[config.mk]
export PLATFORM = sky130hd
export DESIGN_NAME = vec_loader
export DESIGN_NICKNAME = d
export VERILOG_FILES = /design/src/rtl/vec_loader.sv
export SDC_FILE = /design/constraint.sdc
export NUM_CORES = 1
export LEC_CHECK = 0
export CAP_MARGIN = 20
export CORE_AREA = 8 8 99 74
export DETAILED_ROUTE_END_ITERATION = 12
export DIE_AREA = 0 0 107 82
export GPL_TIMING_DRIVEN = 0
export SYNTH_ARGS = -nofsm -noshare
export SYNTH_HDL_FRONTEND = slang
export SYNTH_SLANG_ARGS = --single-unit
export TNS_END_PERCENT = 20
[constraint.sdc]
create_clock -name clk -period 2.4 [get_ports clk]
set_input_delay 0.48 -clock clk [delete_from_list [all_inputs] [get_ports clk]]
set_output_delay 0.48 -clock clk [all_outputs]
set_load 0.005 [all_outputs]
[src/rtl/vec_loader.sv]
// vec_loader: producer-side front end for the max_comp datapath.
// Pops a length header and then that many tokens from an upstream FIFO,
// writes the first min(L, size) tokens to the vector RAM at addresses
// 0..N-1, pulses comp_start, waits for comp_done and reports done_out.
//
// Ports:
//   clk, rst          clock, synchronous active-high reset
//   start_in          begin loading one vector (honoured in IDLE only)
//   fifo_empty        upstream FIFO empty flag
//   fifo_rd_en        FIFO pop; fifo_data valid one cycle later
//   fifo_data         FIFO read data
//   wr_en/wr_addr/wr_data  vector RAM write port
//   length_out        tokens stored for the current vector
//   comp_start        one-cycle start pulse to max_comp
//   comp_done         done pulse from max_comp
//   done_out          one-cycle pulse when the vector has been processed
//   busy              high in every state except IDLE
//   err_out           (VEC_LOADER_ERR_EN only) sticky oversize-vector flag
//
// Build option: define VEC_LOADER_ERR_EN to add err_out.

module vec_loader #(
    parameter int size  = 3,
    parameter int width = 10
) (
    input  logic             clk,
    input  logic             rst,
    input  logic             start_in,
    input  logic             fifo_empty,
    output logic             fifo_rd_en,
    input  logic [width-1:0] fifo_data,
    output logic             wr_en,
    output logic [width-1:0] wr_addr,
    output logic [width-1:0] wr_data,
    output logic [width-1:0] length_out,
    output logic             comp_start,
    input  logic             comp_done,
    output logic             done_out,
`ifdef VEC_LOADER_ERR_EN
    output logic             err_out,
`endif
    output logic             busy
);

    localparam logic [width-1:0] SIZE_W = width'(size);

    typedef enum logic [2:0] {
        IDLE,
        GET_LEN,
        LEN_WAIT,
        LOAD,
        START,
        WAIT_DONE,
        DONE
    } state_t;

    state_t           state;
    logic [width-1:0] len_q;
    logic [width-1:0] issued;
    logic             data_pop;

    // The first token is popped already in LEN_WAIT (the header is visible
    // on fifo_data there), overlapping header decode with the token stream.
    // This gives comp_start exactly L+3 cycles after start_in.
    always_comb begin
        fifo_rd_en = 1'b0;
        case (state)
            GET_LEN:  fifo_rd_en = !fifo_empty;
            LEN_WAIT: fifo_rd_en = !fifo_empty && (fifo_data != '0);
            LOAD:     fifo_rd_en = !fifo_empty && (issued < len_q);
            default:  fifo_rd_en = 1'b0;
        endcase
    end

    assign data_pop   = fifo_rd_en && ((state == LEN_WAIT) || (state == LOAD));

    // RAM data comes straight from the FIFO in the cycle after the pop.
    assign wr_data    = wr_en ? fifo_data : '0;
    assign comp_start = (state == START);
    assign done_out   = (state == DONE);
    assign busy       = (state != IDLE);

    always_ff @(posedge clk) begin
        if (rst) begin
            state      <= IDLE;
            len_q      <= '0;
            issued     <= '0;
            wr_en      <= 1'b0;
            wr_addr    <= '0;
            length_out <= '0;
`ifdef VEC_LOADER_ERR_EN
            err_out    <= 1'b0;
`endif
        end else begin
            // Tokens at index >= size are popped but never written.
            wr_en <= data_pop && (issued < SIZE_W);
            if (data_pop) begin
                wr_addr <= issued;
                issued  <= issued + 1'b1;
            end

            case (state)
                IDLE: begin
                    if (start_in) begin
                        state  <= GET_LEN;
                        issued <= '0;
`ifdef VEC_LOADER_ERR_EN
                        err_out <= 1'b0;
`endif
                    end
                end
                GET_LEN: begin
                    if (fifo_rd_en) state <= LEN_WAIT;
                end
                LEN_WAIT: begin
                    len_q      <= fifo_data;
                    length_out <= (fifo_data > SIZE_W) ? SIZE_W : fifo_data;
`ifdef VEC_LOADER_ERR_EN
                    if (fifo_data > SIZE_W) err_out <= 1'b1;
`endif
                    state      <= (fifo_data == '0) ? DONE : LOAD;
                end
                LOAD: begin
                    // All L pops issued; the final write/discard happens in
                    // this cycle, so START never overlaps wr_en.
                    if (issued == len_q) state <= START;
                end
                START:     state <= WAIT_DONE;
                WAIT_DONE: if (comp_done) state <= DONE;
                DONE:      state <= IDLE;
                default:   state <= IDLE;
            endcase
        end
    end

endmodule

==> out/results.txt <==
sequential share of power -> 0.481
Initial Utilization -> 0.378
fin cells -> 425
Hold Path Cell Cnt -> 2
number of synthesized flops with an enable pin -> 0
Max Root-Sink Buffers -> 2
wire length per cell -> 14.8 um
number of global-route vias before repair -> 2074
Setup TNS -> 0 ns
worst reg2reg setup slack -> 0.11 ns
port bufs -> 48
max cap viols -> 0
crit-path max cell delay -> 0.43 ns
Synth Flop Type -> dfxtp_1
number of antenna violations at the first check in global routing -> 0
layout cells sized above 1 -> 0.159
Routed Antenna Nets -> 0
Avg Inst Size Synth -> 8.02 um2
I/O pins -> 50
H-tree Lvls -> 2
Via density -> 5.24
DP Area -> 0.00282 mm2
Clock Skews -> 0.00559 ns
first-pass GRT wire length -> 10500 um
Synth Register Bits -> 44
switch share -> 0.271
Hold EP -> length_out[5]$_SDFFE_PP0N_
CTS Buf Count -> 5
warning count from the yosys run -> 0
WS Path Type -> reg -> out
clk sinks -> 44
worst reg2reg path depth -> 12
final setup vio count -> 0
CTS tree -> yes
WL met1 -> 3180 um
Max Freq -> 421 MHz
run status -> finished, final reports clean
top cell family by delay on the critical path -> compound AO/OA/AOI/OAI gates
Worst setup EP type -> primary output
total power -> 1.59 mW
NumNets Final -> 373
unrepaired setup endpoints after global routing -> true
Slowest cell on crit path -> dfxtp_1
die height -> 82 um
Synth cell types -> 41
Hold Slack -> 0.455 ns
maximum fanout along the worst path -> 6
Total Routing Usage GR -> 0.150
Antenna Diode Count -> 0
DR iter-0 viols -> 95
final worst slack -> 0.0240 ns
Rows -> 24
largest net degree at the start of global routing -> 13
Overflow after GRT -> 0
min-delay worst type -> reg -> reg
worst-margin pin slew -> 0.853 ns
multi-input logic area -> 0.00136 mm2
leakage power -> 1.15 nW
Critical Path AT -> 1.90 ns
worst vdd ir -> 259 uV
Slew Limit Headroom -> 0.429
Finished Core Util -> 0.533
Worst-path clk slew -> 0.08 ns
met2 WL -> 2690 um
cell-internal power -> 1.16 mW
Top Layer Used -> met4
Vias -> 2229
fin crit period -> 2.38 ns
Filler Cells Inserted -> 562
width of the die -> 107 um
drt total wl -> 6280 um
CTS root buf -> clkbuf_8
Worst setup SP type -> register
DP Worst Slack -> -0.553 ns
Syn Nets -> 305
Final Hold Viols -> 0
Core Area -> 0.00592 mm2
Reg-to-Reg Start -> len_q[5]$_SDFFE_PP0N_
Layout area overhead -> 40.8%
worst r2r dst -> state[0]$_SDFFE_PP0P_
Pre-antenna DRT Iters -> 5
P_sw -> 0.432 mW
part of the power in combinational logic -> 0.203
placed cells -> 405
Final Wtd Congestion -> 0.815
Reg area -> 898 um2
final instance area -> 0.00315 mm2
min-delay src -> length_out[5]$_SDFFE_PP0N_
die area -> 0.00877 mm2
PwrDens -> 505 mW/mm2
Pins Over Slew Limit -> 0
worst path required time -> 1.92 ns
post-synthesis sequential area ratio -> 0.394
met3 wire length -> 324 um
post-DP HPWL -> 4640 um
crit-path cells -> inv_1 > ha_1 > nor2b_2 > o21bai_4 > a31oi_1 > o21ai_1 > a32o_1 > buf_2
drt drc -> 0
power share of the clock group -> 0.315
ys async rst share -> 0
CP bufs+invs -> 2
Worst-Skew Late Latency -> 0.30 ns
Tcrit/Tclk final -> 0.990
Post-CTS Hold Fix Bufs -> 0
synthesized instance count -> 279
Cell Area, Synth -> 0.00224 mm2
[routing by layer]
layer / global-route usage / up-vias
li1: - / 1117
met1: 0.203 / 1054
met2: 0.225 / 47
met3: 0.0408 / 11
met4: 0.0573 / 0
met5: 0 / -
[flip-flops by register name, summed over array words and instances (netlist names)]
signal and cells:
issued 10, len_q 10, length_out 10, state 3, wr_addr 10, wr_en 1
[power by group through the flow]
stage / Combinational [mW] / Clock, mW / Sequential, mW
3_5_place_dp: 0.255 / 0 / 0.785
6_report: 0.324 / 0.503 / 0.767
4_1_cts: 0.318 / 0.514 / 0.767
2_1_floorplan: 0.150 / 0 / 0.781
5_1_grt: 0.354 / 0.548 / 0.771
3_3_place_gp: 0.253 / 0 / 0.785
[worst min-delay path, delay by kind of cell (launching register included)]
family	cells	cell delay, ns
compound gates	1	0.05
flops	1	0.31
simple gates	1	0.05
[cell usage after synthesis, types with 9 or more instances]
cell / instances / area (um2)
nand2b_1: 9 / 56.3
nand2_1: 42 / 158
a21oi_1: 37 / 185
inv_1: 14 / 52.6
nand3_1: 16 / 80.1
clkbuf_1: 10 / 37.5
dfxtp_1: 44 / 881
ha_1: 11 / 138
and2_1: 10 / 62.6
o21ai_0: 13 / 65.1
[logic make-up (layout without fill, tap and decap cells)]
group,Yosys count,after routing,synth area share
AND/OR/NAND/NOR,115,115,0.266
AO/OA/AOI/OAI,72,72,0.188
flip-flops,44,44,0.394
buffers and inverters,29,97,0.0559
adder cells (fa/ha/maj),11,11,0.0615
multiplexers,8,8,0.0358
[cell usage in the layout, fill, tap and decap left out, drive strengths merged, types with 9 or more instances in the layout]
cell / count
o21ai: 15
buf: 19
ha: 11
nand3: 16
a21oi: 37
nand2: 42
inv: 14
clkbuf: 17
dfxtp: 44
nand2b: 9
and2: 10
clkdlybuf4s50: 47
[worst max-delay path by stage]
stage	startpoint	endpoint	slack, ns	cells past startpoint
finish	issued[0]$_SDFF_PP0_	fifo_rd_en	0.02	8
global route	len_q[5]$_SDFFE_PP0N_	fifo_rd_en	-0.05	8
CTS	len_q[4]$_SDFFE_PP0N_	fifo_rd_en	-0.0009	8
detailed placement	fifo_data[6]	fifo_rd_en	-0.55	5
global placement	fifo_data[6]	fifo_rd_en	-0.57	5
floorplan	issued[5]$_SDFF_PP0_	fifo_rd_en	0.47	6
[final cells by class]
cell class / count / area share
multi-input combinational: 206 / 0.432
sequential: 44 / 0.285
timing repair buffer: 61 / 0.182
tap: 78 / 0.0310
clock buffer: 7 / 0.0306
buffer: 15 / 0.0234
inverter: 14 / 0.0167
[timing repair]
| action | CTS | global route |
|---|---|---|
| buffers inserted | 15 | 1 |
| hold endpoints to repair | 0 | 0 |
| resized for setup | 36 | 5 |
| pin swaps | 14 | 3 |
| setup endpoints to repair | 1 | 5 |
(Power assumes the default switching activity.)
